==> config.mk <==
export PLATFORM = sky130hd
export DESIGN_NAME = regfile_mp
export DESIGN_NICKNAME = d
export VERILOG_FILES = /design/src/rtl/regfile_pkg.sv /design/src/rtl/regfile_scoreboard.sv /design/src/rtl/regfile_mp.sv
export SDC_FILE = /design/constraint.sdc
export NUM_CORES = 2
export LEC_CHECK = 0
export BUFFER_PORTS_ARGS = -buffer_cell sky130_fd_sc_hd__buf_2
export CORE_ASPECT_RATIO = 2
export CORE_MARGIN = 2
export CORE_UTILIZATION = 30
export CTS_BUF_LIST = sky130_fd_sc_hd__clkbuf_2 sky130_fd_sc_hd__clkbuf_4 sky130_fd_sc_hd__clkbuf_8
export DETAILED_ROUTE_END_ITERATION = 10
export PLACE_DENSITY = 0.51
export SLEW_MARGIN = 5
export SYNTH_ARGS = -nofsm -noshare
export SYNTH_HDL_FRONTEND = slang
export SYNTH_HIERARCHICAL = 1
export SYNTH_SLANG_ARGS = --single-unit
==> constraint.sdc <==
create_clock -name clk_i -period 4.4 [get_ports clk_i]
set_clock_uncertainty 0.05 [all_clocks]
set_input_delay 0.66 -clock clk_i [delete_from_list [all_inputs] [get_ports clk_i]]
set_output_delay 0.66 -clock clk_i [all_outputs]
set_load 0.02 [all_outputs]
==> src/rtl/regfile_pkg.sv <==
// Shared constants for the register file and the decode stage that feeds it:
// default geometry, ALU opcodes and instruction field positions.
package regfile_pkg;

  localparam int DEFAULT_DATA_W   = 32;
  localparam int DEFAULT_NUM_REGS = 32;

  typedef enum logic [5:0] {
    ALU_LW   = 6'd0,
    ALU_SW   = 6'd1,
    ALU_ADD  = 6'd2,
    ALU_ADDI = 6'd3,
    ALU_SUB  = 6'd4,
    ALU_AND  = 6'd5,
    ALU_OR   = 6'd6,
    ALU_XOR  = 6'd7,
    ALU_MUL  = 6'd8,
    ALU_MULI = 6'd9
  } aluOp_e;

  // Field positions inside a 32-bit instruction word
  localparam int OPC_LSB     = 26;
  localparam int OPC_W       = 6;
  localparam int RD_LSB      = 21;
  localparam int RS1_LSB     = 16;
  localparam int RS2_LSB     = 11;
  localparam int REG_FIELD_W = 5;

  function automatic logic [REG_FIELD_W-1:0] rs1Field(input logic [31:0] instr);
    return instr[RS1_LSB +: REG_FIELD_W];
  endfunction

  function automatic logic [REG_FIELD_W-1:0] rs2Field(input logic [31:0] instr);
    return instr[RS2_LSB +: REG_FIELD_W];
  endfunction

endpackage

==> src/rtl/regfile_scoreboard.sv <==
// Busy scoreboard: issue reserves a destination, writeback releases it.
// A reservation beats a same-cycle release of the same register.
module regfile_scoreboard
  import regfile_pkg::*;
#(
  parameter int NUM_REGS = DEFAULT_NUM_REGS,
  parameter int ADDR_W   = $clog2(NUM_REGS),
  parameter int NUM_WR   = 1,
  parameter bit ZERO_R0  = 1'b1
) (
  input  logic                     clk_i,
  input  logic                     rst_i,
  input  logic [NUM_WR-1:0]        wr_en_i,
  input  logic [NUM_WR*ADDR_W-1:0] wr_addr_i,
  input  logic                     rsv_en_i,
  input  logic [ADDR_W-1:0]        rsv_addr_i,
  output logic [NUM_REGS-1:0]      busy_o
);

  logic [NUM_REGS-1:0] busy_q, busy_d;

  // Release first, then reserve, so the new producer stays outstanding
  always_comb begin
    busy_d = busy_q;
    for (int w = 0; w < NUM_WR; w++) begin
      if (wr_en_i[w]) busy_d[wr_addr_i[w*ADDR_W +: ADDR_W]] = 1'b0;
    end
    if (rsv_en_i) busy_d[rsv_addr_i] = 1'b1;
    if (ZERO_R0) busy_d[0] = 1'b0;
  end

  always_ff @(posedge clk_i) begin
    if (rst_i) busy_q <= '0;
    else       busy_q <= busy_d;
  end

  assign busy_o = busy_q;

endmodule

==> src/rtl/regfile_mp.sv <==
// Multi-port register file with registered reads and a busy scoreboard.
// Define REGFILE_BYPASS_EN for same-cycle write-to-read forwarding.
module regfile_mp
  import regfile_pkg::*;
#(
  parameter int DATA_W   = DEFAULT_DATA_W,
  parameter int NUM_REGS = DEFAULT_NUM_REGS,
  parameter int ADDR_W   = $clog2(NUM_REGS),
  parameter int NUM_RD   = 2,
  parameter int NUM_WR   = 1,
  parameter bit ZERO_R0  = 1'b1
) (
  input  logic                     clk_i,
  input  logic                     rst_i,
  input  logic [NUM_RD-1:0]        rd_en_i,
  input  logic [NUM_RD*ADDR_W-1:0] rd_addr_i,
  output logic [NUM_RD*DATA_W-1:0] rd_data_o,
  output logic [NUM_RD-1:0]        rd_busy_o,
  input  logic [NUM_WR-1:0]        wr_en_i,
  input  logic [NUM_WR*ADDR_W-1:0] wr_addr_i,
  input  logic [NUM_WR*DATA_W-1:0] wr_data_i,
  input  logic                     rsv_en_i,
  input  logic [ADDR_W-1:0]        rsv_addr_i,
  output logic [NUM_REGS-1:0]      busy_o
);

  logic [DATA_W-1:0]        regs_q [NUM_REGS];
  logic [NUM_RD*DATA_W-1:0] rdData_q, rdData_d;
  logic [NUM_RD-1:0]        rdBusy;
  logic [NUM_REGS-1:0]      busyVec;
  logic [ADDR_W-1:0]        rdAddr [NUM_RD];

  regfile_scoreboard #(
    .NUM_REGS (NUM_REGS),
    .ADDR_W   (ADDR_W),
    .NUM_WR   (NUM_WR),
    .ZERO_R0  (ZERO_R0)
  ) u_scoreboard (
    .clk_i      (clk_i),
    .rst_i      (rst_i),
    .wr_en_i    (wr_en_i),
    .wr_addr_i  (wr_addr_i),
    .rsv_en_i   (rsv_en_i),
    .rsv_addr_i (rsv_addr_i),
    .busy_o     (busyVec)
  );

  // Ascending port loop: the highest-indexed writer to an address wins
  always_ff @(posedge clk_i) begin
    if (rst_i) begin
      for (int i = 0; i < NUM_REGS; i++) regs_q[i] <= '0;
    end else begin
      for (int w = 0; w < NUM_WR; w++) begin
        if (wr_en_i[w] && !(ZERO_R0 && wr_addr_i[w*ADDR_W +: ADDR_W] == '0))
          regs_q[wr_addr_i[w*ADDR_W +: ADDR_W]] <= wr_data_i[w*DATA_W +: DATA_W];
      end
    end
  end

  always_comb begin
    for (int p = 0; p < NUM_RD; p++) rdAddr[p] = rd_addr_i[p*ADDR_W +: ADDR_W];
  end

  always_comb begin
    rdData_d = rdData_q;
    rdBusy   = '0;
    for (int p = 0; p < NUM_RD; p++) begin
      rdBusy[p] = busyVec[rdAddr[p]];
      if (rd_en_i[p]) rdData_d[p*DATA_W +: DATA_W] = regs_q[rdAddr[p]];
`ifdef REGFILE_BYPASS_EN
      for (int w = 0; w < NUM_WR; w++) begin
        if (wr_en_i[w] && wr_addr_i[w*ADDR_W +: ADDR_W] == rdAddr[p]) begin
          rdBusy[p] = 1'b0;
          if (rd_en_i[p]) rdData_d[p*DATA_W +: DATA_W] = wr_data_i[w*DATA_W +: DATA_W];
        end
      end
`endif
      if (ZERO_R0 && rd_en_i[p] && rdAddr[p] == '0) rdData_d[p*DATA_W +: DATA_W] = '0;
    end
  end

  always_ff @(posedge clk_i) begin
    if (rst_i) rdData_q <= '0;
    else       rdData_q <= rdData_d;
  end

  assign rd_data_o = rdData_q;
  assign rd_busy_o = rdBusy;
  assign busy_o    = busyVec;

endmodule

After elaboration in Yosys (flattened, before gate mapping)

Memories as Yosys holds them, arrays and structs flattened. A register that Yosys moved wholly into a read port is not among the register bits.
Index checks and enable logic that the tools add are counted.

Reduce and logical (&&, ||, !) cells: 12
$add $sub $neg: 0
Bitwise operators: 3
Eq/ne operators: 0
Magnitude comparators: 6
Shift operators: 0
Muxes and demuxes: 18
Multipliers: 0
Div/mod/pow operators: 0

Operators by type and width:

| cell                                                               | number |
|---|---|
| two-way mux 32 bit                                                 | 3 |
| bitwise AND 32 bit                                                 | 1 |
| inverter 32 bit                                                    | 1 |
| bitwise OR 32 bit                                                  | 1 |
| OR reduction 32 bit                                                | 1 |
| < comparator 5 x 6 -> 1 bit (second input constant)                | 4 |
| zero test 5 bit                                                    | 3 |
| binary-select mux 1 bit (select 5 bit)                             | 2 |
| demux 1 bit (select 5 bit)                                         | 2 |
| greater-or-equal comparator 5 x 1 -> 1 bit (second input constant) | 2 |
| two-way mux 1 bit                                                  | 10 |
| logical AND 1 bit                                                  | 5 |
| two-way mux 5 bit                                                  | 1 |
| OR reduction 2 bit                                                 | 2 |
| zero test 1 bit                                                    | 1 |

Memory bits (read-only): 0
Memories: 1
Latch bits: 0
Memory bits (writable): 1024
Input bits: 58
Register bits after elaboration: 32

Memory list:

| memory | words | bits a word | read ports | clocked after Yosys merged registers in | wr ports | RTL line         | RTL |
|---|---|---|---|---|---|---|---|
| regs_q | 32    | 32          | 2          | 2                                       | 32       | regfile_mp.sv:27 | `logic [DATA_W-1:0] regs_q [NUM_REGS];` |

Logic depth before layout (Yosys ltp)

Word-level depth: 9
Depth in mapped cells: 9
Gate-level depth less buffers: 4

Modules after synthesis

The synthesis kept the hierarchy.

Modules (own cells, without submodules):

| module             | instances | cells an instance | area an instance (um^2) |
|---|---|---|---|
| regfile_mp         | 1         | 3813              | 56558.0 |
| regfile_scoreboard | 1         | 156               | 1360.1 |

Worst setup path before layout

OpenSTA, ideal clock, no wires.

Path type: in2reg
Start point: input wr_addr_i[2]
End point: memory regs_q[8][0] in the netlist's numbering (enable)
Stages on the path: 3
Path slack: 0.294 ns
Library setup time: 0.466 ns
Data required time: 3.884 ns
Buffers on the path: 1
Arrival time: 3.590 ns
Cells stage by stage: or3b_2 > clkbuf_1 > o21ai_0

RTL lines:

| element     | RTL line         | RTL |
|---|---|---|
| from (decl) | regfile_mp.sv:20 | `input logic [NUM_WR*ADDR_W-1:0] wr_addr_i,` |
| to (decl)   | regfile_mp.sv:27 |  |

Worst setup path in the final report

Start point: register u_scoreboard.busy_q[12], in the netlist u_scoreboard/busy_o[12]
End point: output rd_busy_o[0]

Word-level cells in the longest chain between the ends: 2

Ends and longest elaborated chain:

| element                                 | RTL line                 | RTL |
|---|---|---|
| from (decl)                             | regfile_scoreboard.sv:20 | `logic [NUM_REGS-1:0] busy_q, busy_d;` |
| from (signal assigned)                  | regfile_scoreboard.sv:34 | `else busy_q <= busy_d;` |
| binary-select mux 1 bit (select 5 bit)  | regfile_mp.sv:68         | `rdBusy[p] = busyVec[rdAddr[p]];` |
| two-way mux 1 bit (not written as such) | regfile_mp.sv:68         |  |
| to (decl)                               | regfile_mp.sv:18         | `output logic [NUM_RD-1:0] rd_busy_o,` |

Every way passes these cells. The select of a mux whose other input is x is not followed.

==> results.json <==
{
  "initialDrtViolationCount": 5552,
  "antenna_found_initial": 52,
  "slowest_stage": "mux4_2",
  "antenna_left": 0,
  "place_area_um2": 62670,
  "grt_pass1_wl_um": 328000,
  "cts_resized": 0,
  "grt.total_usage": 0.2423,
  "cp-start-kind": "register",
  "multiInputGateArea_um2": 24140,
  "fin_nets": 4159,
  "routabilityCongestion": 0.8585,
  "final_cell_mix": "edfxtp_1 (1024), and2_1 (993), mux4_2 (416)",
  "rsz0062_at_grt": "false",
  "yosys.area.top_type": "edfxtp_1",
  "worst_slew_pin_slew_ns": 1.217,
  "cellLeakagePower_nw": 23.06,
  "hold_viol_final": 0,
  "synth_cells": 3969,
  "setup_viol": 0,
  "drive_above_1_share": 0.2719,
  "cts_buffers": 177,
  "synth-edff-count": 1024,
  "yosysUniqueCellTypes": 52,
  "wl_per_cell_um": 35.46,
  "worstPathArrival_ns": 2.75,
  "avgSynthCellArea_um2": 14.59,
  "dieArea_um2": 196800,
  "hp-class": "primary input to register",
  "crit_path_max_fanout": 4,
  "hold_buffers": 1,
  "yosys_warnings": 6,
  "synth_seq_cells": 1119,
  "synth_top_area_frac": 0.5309,
  "rows": 228,
  "ys_seq_area_frac": 0.5638,
  "die_w_um": 314.7,
  "crit_type": "register to output pin",
  "tns_ns": 0,
  "numPortBuffers": 154,
  "slowest_delay_ns": 0.49,
  "cts_num_sinks": 1119,
  "ioPinCount": 156,
  "final_common_cell": "edfxtp_1",
  "via_per_inst": 5.803,
  "synthFlopType": "edfxtp_1",
  "crit_path_cell_trace": "mux4_2 > mux4_2 > nand2_1 > nand2_1 > buf_2",
  "run_status": "completed",
  "crit_path_end_kind": "output pin",
  "fill_cells": 18590,
  "firstDrtPassIters": 7,
  "fmax_ghz": 0.2889,
  "min_period_ns": 3.462,
  "vias": 39494,
  "grt_start_max_net_pins": 98,
  "area_growth_pct": 14.68,
  "worstSkewPairLatency_ns": 0.97,
  "drcViolationCount": 0,
  "dp_hpwl_um": 145900,
  "tritoncts": "done",
  "cts_setup_buffers": 0,
  "required_ns": 3.69,
  "fp.coreArea_um2": 192300,
  "cts-root-buf": "clkbuf_8",
  "synth_area_leaders": "edfxtp_1 (53%), mux4_2 (16%), and2_1 (11%)",
  "die_h_um": 625.4,
  "async_flop_share": 0,
  "start_util": 0.3012,
  "final-seq-area_um2": 32650,
  "wl_um": 241300,
  "final_area_um2": 66420,
  "grt_pass1_vias": 39751,
  "drv_cap": 0,
  "grt_overflow_total": 0,
  "maxSlewViolCount": 0,
  "max-vdd-ir-drop_mv": 0.3328,
  "cts_buffer_depth": 3,
  "relSlewSlack": 0.1870,
  "htreeDepth": 4,
  "syn-cell-area_um2": 57920,
  "clk_transition_reported_paths_ns": 0.06,
  "period_share": 0.7868,
  "power_density_nw_per_um2": 377.5
}
-- logic make-up (layout without fill, tap and decap cells) --
group,after synthesis,count (layout),synth area share
compound gates,522,522,0.06587
flops,1119,1119,0.5638
buf+inv,418,669,0.03307
other cells,2,58,0.0001297
simple gates,1226,1226,0.1290
mux,682,682,0.2082
-- path summary, 6_finish.rpt --
path | startpoint | to | slack, ns | depth (start not counted)
hold / removal | rsv_addr_i[2] | u_scoreboard/busy_o[28] | 0.08 | 3
setup / recovery | u_scoreboard/busy_o[12] | rd_busy_o[0] | 0.94 | 5
hold reg to reg | rd_data_o[26] | rd_data_o[26] | 0.40 | 2
setup reg to reg | regs_q[12][21] | rd_data_o[21] | 2.19 | 4
-- cell type report --
type                    instances  area share
flip-flops and latches       1119      0.4916
clock buffers                 273     0.04988
well taps                    2530     0.04766
clock inverters                56    0.005519
inverters                       3   0.0001695
multi-input cells            2463      0.3635
diodes                         25   0.0009419
repair buffers                337     0.04078
-- flip-flops by register name, summed over array words and instances (netlist names) --
| signal | count |
|---|---|
| regs_q | 1024 |
| u_scoreboard/busy_o | 31 |
| rd_data_o | 64 |
-- through the flow --
stage	power (mW)	instances	util	hold WS (ns)	setup slack, ns
after floorplan	14.41	4000	-	0.4789	0.2942
final	25.07	6806	0.3455	0.08381	0.9381
after global routing	25.70	6786	0.3452	0.09040	0.7838
after global placement	15.69	6451	0.3259	0.3807	0.8126
after CTS	25.14	6781	0.3451	0.002772	0.7630
after detailed placement	15.74	6451	0.3259	0.3981	0.8223
-- worst max-delay path, delay by kind of cell, from the launching register on --
family / cells / cell delay [ns]
simple gates: 2 / 0.25
mux: 2 / 0.97
flops: 1 / 0.37
buf+inv: 1 / 0.21
-- report_power, final --
part	switching, mW	leakage [nW]	internal [mW]
clock	4.56	1.95	4.93
combinational	1.86	10.6	1.15
sequential	0.370	10.5	12.2
-- synth_stat cells (all sizes together) (5+ instances only) --
library cell  count
o22ai            17
a22oi            61
o21ai           144
a32oi             6
mux2             21
nand4            10
or3b             10
nor2b            43
dfxtp            95
clkbuf          303
edfxtp         1024
a21oi            26
o22a             34
and2            995
a2111oi          11
o221ai           45
buf             112
a211o            20
nor2             40
mux4            416
o41ai            27
nand3b           16
a221o             9
a32o             19
or3               5
mux2i           245
a221oi           11
a211oi           35
a22o             41
and2b            21
o31ai            13
nand3             6
nand2            71
-- routing by layer --
metal | GRT usage | vias to the layer above | routed length, um
met4 | 0.1202 | 16 | 11780
li1 | - | 15606 | -
met2 | 0.3892 | 2580 | 114300
met5 | 0 | - | 98
met1 | 0.3066 | 20696 | 91740
met3 | 0.05407 | 596 | 23390
Note: power is estimated with default switching activity, not from simulation.
